==> src/rtl/md_seq.sv <==
// Sequencing controller for the shared multiply/divide unit: issue gating,
// fixed-latency busy window, D-stage stall and HI/LO write-enable timing.
module md_seq #(
   parameter int MULT_LAT = 5,
   parameter int DIV_LAT  = 10,
   parameter int CNT_W    = 4
) (
   input  logic             clk,
   input  logic             reset,
   input  logic [2:0]       e_op,
   input  logic             e_b_zero,
   input  logic             int_req,
   input  logic             d_md_use,
   output logic             md_start,
   output logic [1:0]       md_kind,
   output logic             busy,
   output logic [CNT_W-1:0] cnt,
   output logic             commit_we,
   output logic             hi_we,
   output logic             lo_we,
   output logic             stall_d
);

   typedef enum logic {IDLE, RUN} state_t;

   localparam logic [CNT_W-1:0] MULT_CNT = CNT_W'(MULT_LAT);
   localparam logic [CNT_W-1:0] DIV_CNT  = CNT_W'(DIV_LAT);
   localparam logic [CNT_W-1:0] ONE_CNT  = CNT_W'(1);

   state_t state;
   logic   zero_flag;
   logic   is_start;
   logic   is_div;
   logic   idle;
   logic   e_live;

   assign is_start = (e_op != 3'd0) && (e_op <= 3'd4);
   assign is_div   = (e_op == 3'd3) || (e_op == 3'd4);
   assign idle     = (state == IDLE);
   // A flushed E-stage op (int_req) must not touch the unit or HI/LO.
   assign e_live   = !reset && !int_req;

   assign md_start  = e_live && idle && is_start;
   assign hi_we     = e_live && idle && (e_op == 3'd5);
   assign lo_we     = e_live && idle && (e_op == 3'd6);
   assign busy      = (state == RUN);
   assign commit_we = !reset && busy && (cnt == ONE_CNT) && !zero_flag;
   assign stall_d   = !reset && d_md_use && (busy || (is_start && !int_req));

   always_ff @(posedge clk) begin
      if (reset) begin
         state     <= IDLE;
         cnt       <= '0;
         md_kind   <= 2'd0;
         zero_flag <= 1'b0;
      end else begin
         case (state)
            IDLE: begin
               if (md_start) begin
                  state     <= RUN;
                  cnt       <= is_div ? DIV_CNT : MULT_CNT;
                  // ops 1..4 map onto kinds 0..3 (op 4 wraps 0 - 1 to 3)
                  md_kind   <= e_op[1:0] - 2'd1;
                  zero_flag <= is_div && e_b_zero;
               end
            end
            RUN: begin
               // Start-class ops arriving here are ignored; the op in flight always finishes.
               if (cnt == ONE_CNT) begin
                  state <= IDLE;
                  cnt   <= '0;
               end else begin
                  cnt <= cnt - ONE_CNT;
               end
            end
            default: begin
               state <= IDLE;
               cnt   <= '0;
            end
         endcase
      end
   end

endmodule
==> config.mk <==
export PLATFORM = sky130hd
export DESIGN_NAME = md_seq
export DESIGN_NICKNAME = d
export VERILOG_FILES = /design/src/rtl/md_seq.sv
export SDC_FILE = /design/constraint.sdc
export NUM_CORES = 1
export LEC_CHECK = 0
export ABC_AREA = 1
export ABC_CLOCK_PERIOD_IN_PS = 1600
export BUFFER_PORTS_ARGS = -buffer_cell sky130_fd_sc_hd__buf_2
export CORE_MARGIN = 8
export CORE_UTILIZATION = 38
export DETAILED_ROUTE_END_ITERATION = 8
export PLACE_DENSITY = 0.64
export SETUP_SLACK_MARGIN = 0.5
export SLEW_MARGIN = 20
export SYNTH_ARGS = -nofsm -noshare
export SYNTH_HDL_FRONTEND = slang
export SYNTH_SLANG_ARGS = --single-unit
==> constraint.sdc <==
create_clock -name clk -period 1.6 [get_ports clk]
set_clock_uncertainty 0.15 [all_clocks]
set_input_delay 0.08 -clock clk [delete_from_list [all_inputs] [get_ports clk]]
set_output_delay 0.08 -clock clk [all_outputs]
set_load 0.01 [all_outputs]
==> run summary <==
The run gives 3.13 mm as the wire length of the first global-routing pass. When the netlist entered floorplanning its net count stood at 106. The tools report the count of TritonRoute iterations in the first routing pass as 4.

The largest buffer count on any clock path is 2, and the netlist area before placement is 607 um2. TritonCTS built the clock tree. The worst setup path is of the register to output port kind. Leaving out fill and tap cells, the most frequent cells in the layout are sky130_fd_sc_hd__nand2_1, sky130_fd_sc_hd__buf_2, sky130_fd_sc_hd__inv_1, sky130_fd_sc_hd__buf_6, sky130_fd_sc_hd__nor2_1. The via count of the first global-routing pass is 725. The post-route clock period utilization was 0.903; the total grt overflow was 0. During synthesis, Yosys emitted a total of 0 warnings. For the worst-skew pair, the clock arrives at the later sink with an insertion delay of 0.27 ns. The tools report the number of antenna violations at the first check in global routing as 0. The path type of the worst min-delay path was primary input to register. STA classifies the critical path startpoint as a register. The tools report the starting density of the core as 0.403. The launch instance of the worst register-to-register path was cnt[1].

The maximum number of pins on one net before global-route repair is 9, and the required time reported for the critical path endpoint is 1.37 ns. The run gives 0.264 as the fraction of the yosys area taken by sequential cells. The filler cells instantiated in the layout total 116. The power per standard cell area was 763 nW/um2; the largest fanout on the critical path was 2. The finished layout holds 144 standard cells, fillers aside. Summing all non-filler instances in the final layout gives an area of 1080 um2. The number of placed instances, taps included, is 127. In this run the register-to-register setup slack is 0.29 ns.

The run gives 0 as the number of max-capacitance violations reported. The width of the die is 56.0 um. The total vias in the final route came out at 730. For the final max-slew violation count, the log shows 0. For the relative slew slack, the log shows 0.867.

Counting I/O delays and the setup requirement, the final critical path takes 1.44 ns. At the end of routability-driven placement, the weighted congestion stood at 0.807. The die covers 3130 um2. The final routed wirelength across all metal layers was 2.05 mm; the per-cell via count in the routed design was 5.07.

The logs give 1510 um2 for the core outline area and 14 for the number of rows in the core area. Derived from the worst setup path, the maximum achievable clock frequency is 692 MHz. The data arrival time of the critical path is 1.21 ns, and the routed length per placed instance is 14.2 um. The length in cells of the worst reg-to-reg path is 10. The total number of clock tree sinks came out at 8. The flow ran to the end, and the final reports show no timing, DRC or antenna violations. Setup violations remaining at the end of the flow were counted as 0. The tools report the static leakage as 0.527 nW.

STA classifies the critical path endpoint as an output port. The synthesized design contains 8 register bits. The run gives 0 as the number of failing hold endpoints at the final stage. The logs give 0 for the remaining routing DRC violations and 0 for the antenna violation net count after detailed routing. The startpoint of the worst setup timing path is cnt[1]. Setup repair after global routing could not meet its margin everywhere. After clock tree synthesis, the clock-pin slew on the worst setup and hold paths is 0.06 ns. Mean instance size in the synthesized netlist: 6.60 um2.

The die is 56.0 um tall. Clock tree synthesis selected as its root buffer the cell sky130_fd_sc_hd__clkbuf_4. Worst flop-to-flop path endpoint: cnt[2]. The estimated wirelength of the detail-placed design is 1.15 mm.

At the end of the flow, the number of nets in the layout was 143. Distinct cell type count after synthesis: 17. The run gives 1 as the number of H-tree branching levels.

Across the VDD grid, the largest voltage drop is 430 uV. Input and output buffers added on the ports amount to 19. The critical path ends at commit_we. The area growth from synthesis to layout came out at 78.8%.

At the pin with the least slew margin, the transition time is 0.198 ns. 0 antenna diodes ended up in the layout. Count of routing violations after the opening detailed-route iteration: 21. The total negative setup slack was 0 ns; the number of buffers created by CTS was 3. Synthesis produced a netlist whose cell count is 92. The tools report the I/O pin count as 20. The area of the multi-input gates came out at 544 um2. Registers take 168 um2.

Summing all placed instances gives a cell area of 759 um2. The fraction of layout cells with a size suffix above 1 was 0.586. The library cell used most frequently in the layout, excluding fill and tap cells, is sky130_fd_sc_hd__nand2_1.

The tools report the overall fraction of global-route tracks in use as 0.119.
-- synthesized netlist by cell type --
cell | n | area share
sky130_fd_sc_hd__nor4_1 | 1 | 0.010
sky130_fd_sc_hd__o21ai_1 | 3 | 0.025
sky130_fd_sc_hd__nor2_8 | 1 | 0.033
sky130_fd_sc_hd__inv_2 | 1 | 0.0062
sky130_fd_sc_hd__xnor2_1 | 1 | 0.014
sky130_fd_sc_hd__a21oi_1 | 5 | 0.041
sky130_fd_sc_hd__nand2_2 | 1 | 0.010
sky130_fd_sc_hd__o21ai_0 | 2 | 0.016
sky130_fd_sc_hd__ha_1 | 6 | 0.12
sky130_fd_sc_hd__nor2_2 | 1 | 0.010
sky130_fd_sc_hd__inv_1 | 12 | 0.074
sky130_fd_sc_hd__nand3_1 | 8 | 0.066
sky130_fd_sc_hd__bufinv_8 | 1 | 0.029
sky130_fd_sc_hd__nor2_1 | 14 | 0.087
sky130_fd_sc_hd__nand2_1 | 26 | 0.16
sky130_fd_sc_hd__nand3_4 | 1 | 0.029
sky130_fd_sc_hd__dfxtp_1 | 8 | 0.26
-- report_power, final --
group          internal [W]  switching (W)
Sequential         0.000222      0.0000240
Combinational      0.000184       0.000211
Clock             0.0000966      0.0000900
Total              0.000503       0.000325
-- repair_timing --
action	4_1_cts	5_1_grt
setup endpoints to repair	13	15
hold buffers	3	0
endpoints found under the hold margin	4	0
pin swaps	13	12
gates resized for setup	27	22
setup buffers	9	1
-- area by class of cell --
class                      count  share of cell area
clock buffer                   4              0.0242
inverter                      14              0.0704
multi-input combinational     70               0.502
sequential                     8               0.155
tap                           16              0.0185
timing repair buffer          32               0.231
-- registers in the layout, summed over array words and instances (netlist names) --
register,flops
md_kind,2
zero_flag,1
busy,1
cnt,4
-- critical path, cell delays in order, from the launching register on --
cell and delay (ns):
sky130_fd_sc_hd__dfxtp_2 0.33, sky130_fd_sc_hd__inv_2 0.07, sky130_fd_sc_hd__ha_4 0.14, sky130_fd_sc_hd__nand3_4 0.09, sky130_fd_sc_hd__nor4_2 0.15, sky130_fd_sc_hd__buf_2 0.17
-- routing by layer --
metal  GRT usage  part of all wire  vias to the layer above
li1            -                 -                      362
met1       0.125              0.43                      347
met2       0.204              0.51                       17
met3      0.0457             0.044                        4
met4      0.0515             0.010                        0
met5           0                 0                        -
-- per-stage QoR --
step / util / hold WS [ns] / setup slack, ns / total power [W]
after global routing: 0.720 / 0.0412 / 0.114 / 0.000871
after CTS: 0.659 / 0.0262 / 0.162 / 0.000750
after detailed placement: 0.504 / 0.159 / 0.261 / 0.000480
after global placement: 0.504 / 0.155 / 0.275 / 0.000479
after floorplan: - / -0.00835 / 0.433 / 0.000410
final: 0.720 / 0.0290 / 0.156 / 0.000828
-- worst min path at each step --
| stage | start | end | slack, ns | cells past startpoint |
|---|---|---|---|---|
| finish | e_op[0] | md_kind[1] | 0.03 | 4 |
| floorplan | reset | cnt[1] | -0.008 | 1 |
| global route | e_op[0] | md_kind[1] | 0.04 | 4 |
| CTS | e_op[0] | md_kind[1] | 0.03 | 4 |
| detailed placement | e_op[0] | md_kind[0] | 0.16 | 2 |
| global placement | reset | cnt[1] | 0.16 | 2 |
-- logic make-up after synthesis --
group,synth area share
buffers and inverters,0.109
and+or+nand+nor,0.406
xor gates and xnor gates,0.0144
DFF,0.264
adders and majority gates,0.124
AOI/OAI and AO/OA,0.0825
Power figures use the tool's default switching activity.
